<file path="src/rtl/arduino_cmd_receiver.sv">
// arduino_cmd_receiver: synchronises the Arduino serial link, validates controller bytes and queues Tetris commands.
module arduino_cmd_receiver #(
  parameter int DEPTH       = 4,
  parameter int TIMEOUT     = 64,
  parameter int SYNC_STAGES = 2
) (
  input  logic       clock,
  input  logic       reset_n,
  input  logic       arduinoClock,
  input  logic       arduinoData,
  output logic       cmd_valid,
  input  logic       cmd_ready,
  output logic [2:0] cmd_code,
  output logic       start_pulse,
  output logic       overflow,
  output logic [7:0] err_count
);
  localparam int AW = $clog2(DEPTH);
  localparam int IW = $clog2(TIMEOUT + 1);
  logic [SYNC_STAGES-1:0] sclk, sdat;
  logic                   clk_prev, rise, stale, frame_done, valid, push_req, push, pop, empty, full;
  logic [2:0]             bit_cnt;
  logic [7:0]             shreg, frame;
  logic [IW-1:0]          idle;
  logic [2:0]             mem [DEPTH];
  logic [AW:0]            wr, rd, rd_n;
  always_comb begin
    rise        = sclk[SYNC_STAGES-1] & ~clk_prev;
    stale       = (idle == IW'(TIMEOUT)) && (bit_cnt != 3'd0);
    valid       = (frame[7:4] == 4'hA) && ^frame[3:0];
    push_req    = frame_done && valid && (frame[2:0] != 3'd0);
    start_pulse = frame_done && valid && (frame[2:0] == 3'd7);
    empty       = wr == rd;
    full        = (wr[AW] != rd[AW]) && (wr[AW-1:0] == rd[AW-1:0]);
    cmd_valid   = !empty;
    pop         = !empty && cmd_ready;
    push        = push_req && (!full || pop);
    rd_n        = rd + (AW+1)'(pop);
  end
  always_ff @(posedge clock or negedge reset_n)
    if (!reset_n) begin
      sclk       <= '0;
      sdat       <= '0;
      clk_prev   <= 1'b0;
      bit_cnt    <= 3'd0;
      shreg      <= 8'd0;
      frame      <= 8'd0;
      frame_done <= 1'b0;
      idle       <= '0;
    end else begin
      sclk       <= SYNC_STAGES'({sclk, arduinoClock});
      sdat       <= SYNC_STAGES'({sdat, arduinoData});
      clk_prev   <= sclk[SYNC_STAGES-1];
      frame_done <= rise && (bit_cnt == 3'd7);
      idle       <= rise ? '0 : (idle == IW'(TIMEOUT)) ? idle : idle + 1'b1;
      if (rise) begin
        shreg   <= {shreg[6:0], sdat[SYNC_STAGES-1]};
        bit_cnt <= bit_cnt + 3'd1;
        if (bit_cnt == 3'd7) frame <= {shreg[6:0], sdat[SYNC_STAGES-1]};
      end else if (stale) begin
        shreg   <= 8'd0;
        bit_cnt <= 3'd0;
      end
    end
  always_ff @(posedge clock)
    if (push) mem[wr[AW-1:0]] <= frame[2:0];
  // The head register looks ahead to the entry that becomes head after this cycle's pop/push.
  always_ff @(posedge clock or negedge reset_n)
    if (!reset_n) begin
      wr        <= '0;
      rd        <= '0;
      cmd_code  <= 3'd0;
      overflow  <= 1'b0;
      err_count <= 8'd0;
    end else begin
      wr <= wr + (AW+1)'(push);
      rd <= rd_n;
      if (push && rd_n == wr) cmd_code <= frame[2:0];
      else if (rd_n != wr) cmd_code <= mem[rd_n[AW-1:0]];
      if (push_req && !push) overflow <= 1'b1;
      if (frame_done && !valid && err_count != 8'hFF) err_count <= err_count + 8'd1;
    end
endmodule
</file>
<file path="config.mk">
export PLATFORM = sky130hd
export DESIGN_NAME = arduino_cmd_receiver
export DESIGN_NICKNAME = d
export VERILOG_FILES = /design/src/rtl/arduino_cmd_receiver.sv
export SDC_FILE = /design/constraint.sdc
export NUM_CORES = 1
export LEC_CHECK = 0
export ABC_CLOCK_PERIOD_IN_PS = 2660
export BUFFER_PORTS_ARGS = -buffer_cell sky130_fd_sc_hd__buf_2
export CAP_MARGIN = 20
export CORE_MARGIN = 5
export CORE_UTILIZATION = 45
export DETAILED_ROUTE_END_ITERATION = 8
export PLACE_DENSITY_LB_ADDON = 0.3
export SETUP_SLACK_MARGIN = 0.4
export SYNTH_ARGS = -nofsm -noshare
export SYNTH_HDL_FRONTEND = slang
export SYNTH_SLANG_ARGS = --single-unit
</file>
<file path="constraint.sdc">
create_clock -name clock -period 2.66 [get_ports clock]
set_clock_uncertainty 0.05 [all_clocks]
set_input_delay 0.266 -clock clock [delete_from_list [all_inputs] [get_ports clock]]
set_output_delay 0.266 -clock clock [all_outputs]
set_load 0.005 [all_outputs]
</file>
==> impl_metrics.yaml, run 1 <==
finish:
  finalNetCount: 261
  num_antenna_cells: 0
  layout_cell_share_with_drive_strength_beyond_1_pct: 34.0
  synthToLayoutAreaGrowth_pct: 22.5
floorplan:
  boundary_pins: 19
  floorplan.die_area_mm2: 0.00753
  floorplan.rows: 28
  initial_core_utilization_pct: 45.6
  core_area_mm2: 0.00582
  floorplan.die.height_um: 86.8
  die_width_um: 86.8
pwr:
  power.density_cell_area_mw_per_mm2: 945
  leakagePower_nw: 1.51
  vdd.ir_drop.worst_v: 0.000572
  post-layout-total-power_mw: 3.07
grt:
  total_gr_overflow: 0
  wire_length_of_the_first_global_routing_pass_um: 7660
  via_count_of_the_first_global_routing_pass: 1605
  antenna_violations_before_repair: 0
  globalRouteTotalUtil_pct: 13.6
  grt_start_max_net_pins: 28
sta:
  final.setup.tns_ps: 0
  rsz0062_at_grt: "true"
  final-max-slew-violation-count: 0
  max_clock_freq_mhz: 449
  slew_at_the_pin_closest_to_its_max_slew_limit_ps: 651
  timing_hold_violations_final: 0
  final.period_utilization_pct: 83.8
  final.min_clock_period_ps: 2230
  maxSlewHeadroom_pct: 56.6
  setup_viol: 0
clock_tree:
  clkSlewWorstSetupHoldPaths_ps: 60
  cts.sinks: 61
  cts-root-buf: "sky130_fd_sc_hd__clkbuf_8"
  insertion_delay_ps: 330
  numCtsBuffers: 9
  tritoncts: "done"
  cts_max_path_buffers: 2
  htreeDepth: 3
critical_path:
  timing.critical_path.from_type: "register"
  endpoint_of_the_worst_setup_timing_path: "cmd_code[0]$_DFFE_PN0P_"
  cp-end-kind: "register"
  critical_path.reg2reg.endpoint: "cmd_code[0]$_DFFE_PN0P_"
  timing.critical_path.fanout_max: 4
  timing.reg2reg.worst_path_depth: 6
  reg2reg_slack_ps: 430
  critPathRequiredTime_ps: 2830
  criticalPathCategory: "reg2reg"
  crit_start: "wr[0]$_DFF_PN0_"
  timing.rr.start: "wr[0]$_DFF_PN0_"
  critPathArrivalTime_ps: 2400
synthesis:
  ys_dominant_reg_cell: "sky130_fd_sc_hd__dfrtp_1"
  synthArstFlopShare_pct: 80.3
  netlist.top_cell.by_area: "sky130_fd_sc_hd__dfrtp_1"
  netlist_instances: 199
  synth_nets: 215
  yosys.cell_count.top_type: "sky130_fd_sc_hd__dfrtp_1"
  post_synth_most_frequent_cells: "sky130_fd_sc_hd__dfrtp_1 (49), sky130_fd_sc_hd__nor2_1 (17), sky130_fd_sc_hd__mux2_2 (14)"
  syn-cell-area_mm2: 0.00265
  synthDistinctLibCells: 32
  synth_area_per_cell_um2: 13.3
  ys_ff_latch: 61
  synth-warning-count: 0
  synth_enable_flop_cells: 12
  synth.area.top_cells: "sky130_fd_sc_hd__dfrtp_1 (46%), sky130_fd_sc_hd__edfxtp_1 (14%), sky130_fd_sc_hd__mux2_2 (5.9%)"
  synth.yosys.seq_area_share_pct: 59.8
  post-synth-top-area-fraction_pct: 46.2
drt:
  detail_route.iter0.violations: 58
  detail_route.wl_per_cell_um: 14.0
  firstDrtPassIters: 4
  drc_errors: 0
  drt-vias-per-instance: 5.07
  postRouteWirelength_um: 4550
  antenna_violating_nets_post_route: 0
  dr_total_vias: 1648
placement:
  hpwl_um: 3050
  finalWeightedCongestion: 0.700
  count_of_input_and_output_buffers: 18
min_path:
  hold_path.class: "reg2reg"
run_status:
  run_status: "complete, no violations"
job:
  max-cap-violations: 0
-- worst max-delay path, stage by stage, from the launching register on --
cell and delay, ps:
sky130_fd_sc_hd__dfrtp_2 430, sky130_fd_sc_hd__xor2_2 210, sky130_fd_sc_hd__o31ai_2 320, sky130_fd_sc_hd__xor2_1 170, sky130_fd_sc_hd__buf_4 160, sky130_fd_sc_hd__mux4_2 500
sky130_fd_sc_hd__mux2_4 270
-- what timing repair did --
item,4_1_cts,5_1_grt
pin swaps,5,3
endpoints found under the setup margin,18,11
endpoints found under the hold margin,27,0
hold buffers,3,0
cloned,0,0
buffers inserted,10,3
gates resized for setup,5,5
-- power by group --
group | switching [mW] | internal [mW]
Combinational | 0.417 | 0.590
Sequential | 0.164 | 1.15
Clock | 0.333 | 0.417
-- flip-flops by register name, indices dropped and copies added (netlist names) --
signal      cells
err_count       8
clk_prev        1
overflow        1
bit_cnt         3
mem            12
frame           8
sclk            2
cmd_code        3
rd              3
shreg           7
sdat            2
frame_done      1
wr              3
idle            7
-- layout by cell type (no fill, tap or decap), types with 8 or more instances in the layout --
master                     instances
sky130_fd_sc_hd__dfrtp_1          44
sky130_fd_sc_hd__buf_2            18
sky130_fd_sc_hd__buf_4            18
sky130_fd_sc_hd__nor2_1           16
sky130_fd_sc_hd__nand2_1          13
sky130_fd_sc_hd__mux2_2           12
sky130_fd_sc_hd__edfxtp_1         12
sky130_fd_sc_hd__xor2_1           10
sky130_fd_sc_hd__clkbuf_8         10
sky130_fd_sc_hd__inv_1             9
sky130_fd_sc_hd__ha_1              9
sky130_fd_sc_hd__xnor2_1           8
sky130_fd_sc_hd__a22o_1            8
-- metal layers --
layer	global-route usage, %	routed length, um	vias to the layer above
li1	-	-	795
met1	15.9	2050	821
met2	22.1	2230	23
met3	4.56	183	9
met4	7.37	83	0
met5	0	0	-
-- worst min path at each step --
stage               cells past startpoint                endpoint  slack [ps]               from
floorplan                               0  bit_cnt[0]$_DFFE_PN0P_         -80            reset_n
global placement                        1         wr[2]$_DFF_PN0_         270            reset_n
detailed placement                      1         rd[0]$_DFF_PN0_         280            reset_n
CTS                                     0       sdat[1]$_DFF_PN0_         310  sdat[0]$_DFF_PN0_
global route                            0       sclk[1]$_DFF_PN0_         320  sclk[0]$_DFF_PN0_
finish                                  0       sdat[1]$_DFF_PN0_         310  sdat[0]$_DFF_PN0_
-- cells by family after synthesis --
logic type               count (synthesis)  synth area share (%)
AO/OA/AOI/OAI                           16                  4.86
XOR/XNOR                                23                  8.44
adder cells (fa/ha/maj)                 11                  5.19
buffers and inverters                   13                  1.84
flip-flops                              61                  59.8
multiplexers                            22                  10.2
AND/OR/NAND/NOR                         53                  9.67
-- through the flow --
stage	util (%)	std cells	setup slack (ps)	hold WS, ps	area, um^2
finish	55.9	325	431	311	3250
CTS	55.0	322	404	307	3200
floorplan	-	199	357	-79.6	2710
global route	55.9	325	267	317	3250
global placement	50.0	293	217	268	2910
detailed placement	50.0	293	143	278	2910
-- final cells by class --
| class | count | area [um^2] |
|---|---|---|
| Clock buffer | 13 | 170 |
| Clock inverter | 3 | 17.5 |
| Fill cell | 503 | 2570 |
| Inverter | 9 | 33.8 |
| Multi-Input combinational cell | 125 | 1080 |
| Sequential cell | 61 | 1590 |
| Tap cell | 75 | 93.8 |
| Timing Repair Buffer | 39 | 255 |
Note: power is estimated with default switching activity, not from simulation.
==> run 2: changes to the inputs <==
--- a/config.mk
+++ b/config.mk
@@ -5,7 +5,7 @@
 export SDC_FILE = /design/constraint.sdc
 export NUM_CORES = 1
 export LEC_CHECK = 0
-export ABC_CLOCK_PERIOD_IN_PS = 2660
+export ABC_CLOCK_PERIOD_IN_PS = 1850
 export BUFFER_PORTS_ARGS = -buffer_cell sky130_fd_sc_hd__buf_2
 export CAP_MARGIN = 20
 export CORE_MARGIN = 5
==> constraint.sdc (replaced) <==
create_clock -name clock -period 1.85 [get_ports clock]
set_clock_uncertainty 0.05 [all_clocks]
set_input_delay 0.185 -clock clock [delete_from_list [all_inputs] [get_ports clock]]
set_output_delay 0.185 -clock clock [all_outputs]
set_load 0.005 [all_outputs]
==> run 2 against run 1 <==
The run now ends with negative setup slack left. Die area unchanged. Sequential share of layout area down 7.9 points. Worst hold slack worse by 55 ps. Power up 68%. First-iteration DRC count up 19%. Largest power group is now combinational logic.
==> impl_metrics.yaml, run 2 (synthesis gave the netlist of run 1 again) <==
placement:
  finalWeightedCongestion: 0.744
  hpwl_um: 3480
  dp_worst_setup_slack_ps: -407
  count_of_input_and_output_buffers: 18
sta:
  timing_hold_violations_final: 0
  maxSlewHeadroom_pct: 73.0
  max_clock_freq_mhz: 453
  setup_viol: 28
  final.min_clock_period_ps: 2210
  rsz0062_at_grt: "true"
  slew_at_the_pin_closest_to_its_max_slew_limit_ps: 405
  final.period_utilization_pct: 119
  worst_setup_margin_ps: -358
  final-max-slew-violation-count: 0
drt:
  dr_total_vias: 1831
  drc_errors: 0
  detail_route.iter0.violations: 69
  detail_route.wl_per_cell_um: 14.7
  postRouteWirelength_um: 5500
  drt-vias-per-instance: 4.90
  firstDrtPassIters: 4
  antenna_violating_nets_post_route: 0
finish:
  final_common_cell: "sky130_fd_sc_hd__buf_4"
  finalNetCount: 310
  layout_cell_share_with_drive_strength_beyond_1_pct: 53.8
  num_antenna_cells: 0
  number_of_flip_flops_in_the_largest_register: 12
  fillCellCount: 422
  layout.cells.most_common_list: "sky130_fd_sc_hd__buf_4 (49), sky130_fd_sc_hd__dfrtp_1 (46), sky130_fd_sc_hd__buf_6 (19)"
  synthToLayoutAreaGrowth_pct: 45.9
  post-route-util_pct: 66.5
pwr:
  combinationalPowerShare_pct: 40.9
  p_sw_share_pct: 29.8
  vdd.ir_drop.worst_v: 0.000904
  power.net_switching_mw: 1.53
  power_frac_seq_pct: 36.2
  p_int_mw: 3.62
  clkPwrFrac_pct: 22.9
  leakagePower_nw: 1.85
  power.density_cell_area_mw_per_mm2: 1330
floorplan:
  die_width_um: 86.8
  floorplan.rows: 28
  initial_core_utilization_pct: 45.6
  core_area_mm2: 0.00582
  boundary_pins: 19
  floorplan.die_area_mm2: 0.00753
  floorplan.die.height_um: 86.8
critical_path:
  crit_start: "wr[2]$_DFF_PN0_"
  timing.reg2reg.worst_path_depth: 9
  timing.critical_path.fanout_max: 3
  timing.rr.start: "wr[2]$_DFF_PN0_"
  criticalPathCategory: "reg2reg"
  critPathRequiredTime_ps: 2020
  endpoint_of_the_worst_setup_timing_path: "cmd_code[2]$_DFFE_PN0P_"
  reg2reg_slack_ps: -360
  cp-end-kind: "register"
  critPathArrivalTime_ps: 2380
  critical_path.reg2reg.endpoint: "cmd_code[2]$_DFFE_PN0P_"
  timing.critical_path.from_type: "register"
clock_tree:
  htreeDepth: 3
  cts.sinks: 61
  tritoncts: "done"
  numCtsBuffers: 9
  insertion_delay_ps: 330
  cts-root-buf: "sky130_fd_sc_hd__clkbuf_8"
  clkSlewWorstSetupHoldPaths_ps: 70
  cts_max_path_buffers: 2
run_status:
  failed_checks: "negative setup slack"
  run_status: "finished with violations"
grt:
  total_gr_overflow: 0
  wire_length_of_the_first_global_routing_pass_um: 9260
  via_count_of_the_first_global_routing_pass: 2019
  antenna_violations_before_repair: 0
  globalRouteTotalUtil_pct: 16.3
  grt_start_max_net_pins: 22
min_path:
  hold_path.class: "in2async"
job:
  max-cap-violations: 0
## run 2: changes by cell type in the layout (fill, tap and decap cells not counted), moves of 3 or more
| cell | previous run | this run |
|---|---|---|
| sky130_fd_sc_hd__buf_6 | 0 | 19 |
| sky130_fd_sc_hd__ha_1 | 9 | 6 |
| sky130_fd_sc_hd__buf_4 | 18 | 49 |
| sky130_fd_sc_hd__mux2_4 | 2 | 5 |
| sky130_fd_sc_hd__nor2_4 | 0 | 4 |
| sky130_fd_sc_hd__nor2_1 | 16 | 10 |
| sky130_fd_sc_hd__nand2_1 | 13 | 8 |
| sky130_fd_sc_hd__nand2_2 | 0 | 4 |
| sky130_fd_sc_hd__nand3_1 | 7 | 4 |
| sky130_fd_sc_hd__mux2_2 | 12 | 9 |
## run 2: worst min-delay path by stage
stage                               endpoint  slack [ps]  depth (start not counted)
floorplan             bit_cnt[0]$_DFFE_PN0P_        -160                          0
global placement        overflow$_DFFE_PN0P_          80                          1
detailed placement           rd[1]$_DFF_PN0_          90                          1
CTS                          rd[1]$_DFF_PN0_         260                          2
global route        err_count[3]$_DFFE_PN0P_         280                          2
finish                       rd[1]$_DFF_PN0_         260                          2
## run 2: per-stage QoR
| stage | cell area, um^2 | setup TNS, ps | hold WS, ps | power, mW | cells |
|---|---|---|---|---|---|
| after floorplan | 2750 | -5260 | -161 | 2.80 | 199 |
| after global placement | 3180 | -3700 | 83.2 | 3.35 | 326 |
| after detailed placement | 3180 | -4110 | 90.9 | 3.42 | 326 |
| after CTS | 3710 | -3220 | 264 | 4.92 | 364 |
| after global routing | 3870 | -9040 | 278 | 5.47 | 374 |
| final | 3870 | -5940 | 255 | 5.15 | 374 |
## run 2: layout make-up
cell class	instances	area (um^2)	share of cell area, %
Timing Repair Buffer	88	697	18.0
Clock inverter	6	62.6	1.62
Sequential cell	61	1590	41.1
Clock buffer	10	138	3.56
Multi-Input combinational cell	125	1250	32.4
Tap cell	75	93.8	2.42
Inverter	9	33.8	0.873
## run 2: timing repair
action | CTS | global route
hold endpoints to repair | 17 | 0
gates resized for setup | 40 | 21
setup buffers | 19 | 10
hold buffers | 3 | 0
pin swaps | 16 | 12
setup endpoints to repair | 48 | 52
## run 2: worst max-delay path, cell delays in order, from the launching register on
cell and delay [ps]:
sky130_fd_sc_hd__dfrtp_2 440, sky130_fd_sc_hd__xor2_2 190, sky130_fd_sc_hd__o31ai_2 310, sky130_fd_sc_hd__buf_4 170, sky130_fd_sc_hd__buf_6 90, sky130_fd_sc_hd__buf_6 80
sky130_fd_sc_hd__buf_6 70, sky130_fd_sc_hd__mux2i_1 60, sky130_fd_sc_hd__nor3_2 290, sky130_fd_sc_hd__mux2_4 330
## run 2: layer usage
| layer | wire, um | GRT usage, % | vias up |
|---|---|---|---|
| li1 | - | - | 883 |
| met4 | 88 | 6.66 | 0 |
| met3 | 170 | 5.32 | 9 |
| met1 | 2310 | 18.9 | 915 |
| met5 | 0 | 0 | - |
| met2 | 2930 | 27.8 | 24 |
## run 2: power groups by stage
stage,sequential [mW],combinational (mW),clock [mW]
finish,1.87,2.11,1.18
global placement,1.85,1.51,0
detailed placement,1.86,1.55,0
floorplan,1.87,0.930,0
CTS,1.85,1.87,1.20
global route,1.90,2.29,1.28
==> run 3: changes to the inputs <==
--- a/config.mk
+++ b/config.mk
@@ -9,7 +9,8 @@
 export BUFFER_PORTS_ARGS = -buffer_cell sky130_fd_sc_hd__buf_2
 export CAP_MARGIN = 20
 export CORE_MARGIN = 5
-export CORE_UTILIZATION = 45
+export CORE_UTILIZATION = 29
+export CTS_CLUSTER_SIZE = 28
 export DETAILED_ROUTE_END_ITERATION = 8
 export PLACE_DENSITY_LB_ADDON = 0.3
 export SETUP_SLACK_MARGIN = 0.4
==> run 3 against run 2 <==
The flow still finishes with violations (negative setup slack). Register-to-register slack better by 30 ps. Non-clock buffer count unchanged. Largest cell class unchanged. Critical path depth decreased by 3. Sequential share of layout area decreased by 0.14 points. Setup slack gained 26 ps. Largest power group unchanged. Sequential power decreased by 3%. Maximum frequency increased by 1.2%.
==> impl_metrics.yaml, run 3 (synthesis gave the netlist of run 1 again) <==
run_status:
  run_status: "finished with violations"
  failed_checks: "negative setup slack"
grt:
  grtUsageMet3_pct: 3.92
  wire_length_of_the_first_global_routing_pass_um: 8830
  global_route.peak_usage_layer: "met2"
  grt.met1_usage_pct: 11.8
  antenna_violations_before_repair: 0
  total_gr_overflow: 0
  grt_start_max_net_pins: 31
  globalRouteTotalUtil_pct: 10.1
  via_count_of_the_first_global_routing_pass: 1915
  use_met2_pct: 17.1
finish:
  num_antenna_cells: 0
  layout_cell_share_with_drive_strength_beyond_1_pct: 52.8
  finalNetCount: 310
  layout.cells.most_common_list: "sky130_fd_sc_hd__dfrtp_1 (48), sky130_fd_sc_hd__buf_4 (46), sky130_fd_sc_hd__buf_6 (21)"
  final_common_cell: "sky130_fd_sc_hd__dfrtp_1"
  synthToLayoutAreaGrowth_pct: 46.2
  number_of_flip_flops_in_the_largest_register: 12
  final-instance-count-excl-fill: 410
critical_path:
  timing.rr.start: "wr[0]$_DFF_PN0_"
  cp-end-kind: "register"
  crit_start: "wr[0]$_DFF_PN0_"
  critPathRequiredTime_ps: 2020
  timing.critical_path.from_type: "register"
  critPathArrivalTime_ps: 2360
  criticalPathCategory: "reg2reg"
  timing.critical_path.fanout_max: 4
clock_tree:
  numCtsBuffers: 9
  cts-root-buf: "sky130_fd_sc_hd__clkbuf_8"
  insertion_delay_ps: 330
  cts.sinks: 61
  htreeDepth: 3
  clkSlewWorstSetupHoldPaths_ps: 70
  tritoncts: "done"
  cts_max_path_buffers: 2
sta:
  final-max-slew-violation-count: 0
  slew_at_the_pin_closest_to_its_max_slew_limit_ps: 507
  max_clock_freq_mhz: 458
  rsz0062_at_grt: "true"
  timing_hold_violations_final: 0
  maxSlewHeadroom_pct: 66.2
  worst_setup_margin_ps: -332
  final.period_utilization_pct: 118
  setup_viol: 24
  fin_worst_hold_slack_ps: 296
  final.min_clock_period_ps: 2180
drt:
  detail_route.wl_per_cell_um: 13.0
  postRouteWirelength_um: 5310
  detail_route.iter0.violations: 33
  antenna_violating_nets_post_route: 0
  firstDrtPassIters: 2
  drt-vias-per-instance: 4.40
  drc_errors: 0
  dr_total_vias: 1802
floorplan:
  core_area_mm2: 0.00906
  initial_core_utilization_pct: 29.3
  die_width_um: 106
  boundary_pins: 19
  floorplan.die.height_um: 106
  floorplan.die_area_mm2: 0.0112
  floorplan.rows: 35
placement:
  hpwl_um: 3460
  count_of_input_and_output_buffers: 18
  placedCellCount: 363
  finalWeightedCongestion: 0.788
job:
  max-cap-violations: 0
pwr:
  vdd.ir_drop.worst_v: 0.000422
  power.density_cell_area_mw_per_mm2: 1280
  leakagePower_nw: 1.82
min_path:
  hold_path.class: "in2async"
## run 3: through the flow
stage / power [mW] / setup slack (ps) / utilization (%) / cell area (um^2) / TNS [ps]
global placement: 3.41 / -374 / 35.8 / 3250 / -3740
finish: 4.96 / -332 / 42.8 / 3880 / -2930
detailed placement: 3.44 / -424 / 35.8 / 3250 / -3860
global route: 5.30 / -388 / 42.8 / 3880 / -5190
CTS: 4.78 / -321 / 40.8 / 3700 / -3100
floorplan: 2.80 / -452 / - / 2750 / -5260
## run 3: worst paths after layout
path / end / slack, ps / depth (start not counted)
max in group asynchronous: wr[1]$_DFF_PN0_ / 910 / 3
setup / recovery: cmd_code[0]$_DFFE_PN0P_ / -330 / 6
min in group clock: overflow$_DFFE_PN0P_ / 300 / 3
hold / removal: wr[2]$_DFF_PN0_ / 300 / 2
setup reg to reg: cmd_code[0]$_DFFE_PN0P_ / -330 / 6
hold reg to reg: sclk[1]$_DFF_PN0_ / 300 / 0
## run 3: critical path: stages, from the launching register on
cell	delay [ps]
sky130_fd_sc_hd__dfrtp_1	410
sky130_fd_sc_hd__xor2_2	210
sky130_fd_sc_hd__o31ai_2	300
sky130_fd_sc_hd__xor2_1	180
sky130_fd_sc_hd__buf_4	170
sky130_fd_sc_hd__mux4_2	490
sky130_fd_sc_hd__mux2_4	270
## run 3: metal layers
metal,vias up,wire length (um)
met4,0,65
met1,886,2250
met2,21,2800
met5,-,0
met3,6,190
li1,889,-
## run 3: power breakdown
group	total (mW)	internal, mW	leakage (nW)	switching (mW)
clock network	0.971	0.477	0.0829	0.495
logic	2.16	1.35	0.999	0.814
registers	1.82	1.65	0.741	0.179
total	4.96	3.47	1.82	1.49
## run 3: area by class of cell
cell class | instances | area [um^2]
Timing Repair Buffer | 88 | 717
Clock buffer | 11 | 131
Inverter | 9 | 33.8
Clock inverter | 5 | 27.5
Multi-Input combinational cell | 125 | 1240
Fill cell | 844 | 5190
Tap cell | 111 | 139
Sequential cell | 61 | 1590
## run 3: repair_timing
action	CTS	global route
setup buffers	16	12
resized for setup	37	22
endpoints found under the setup margin	49	50
hold buffers	3	0
endpoints found under the hold margin	21	0
pin swaps	15	13
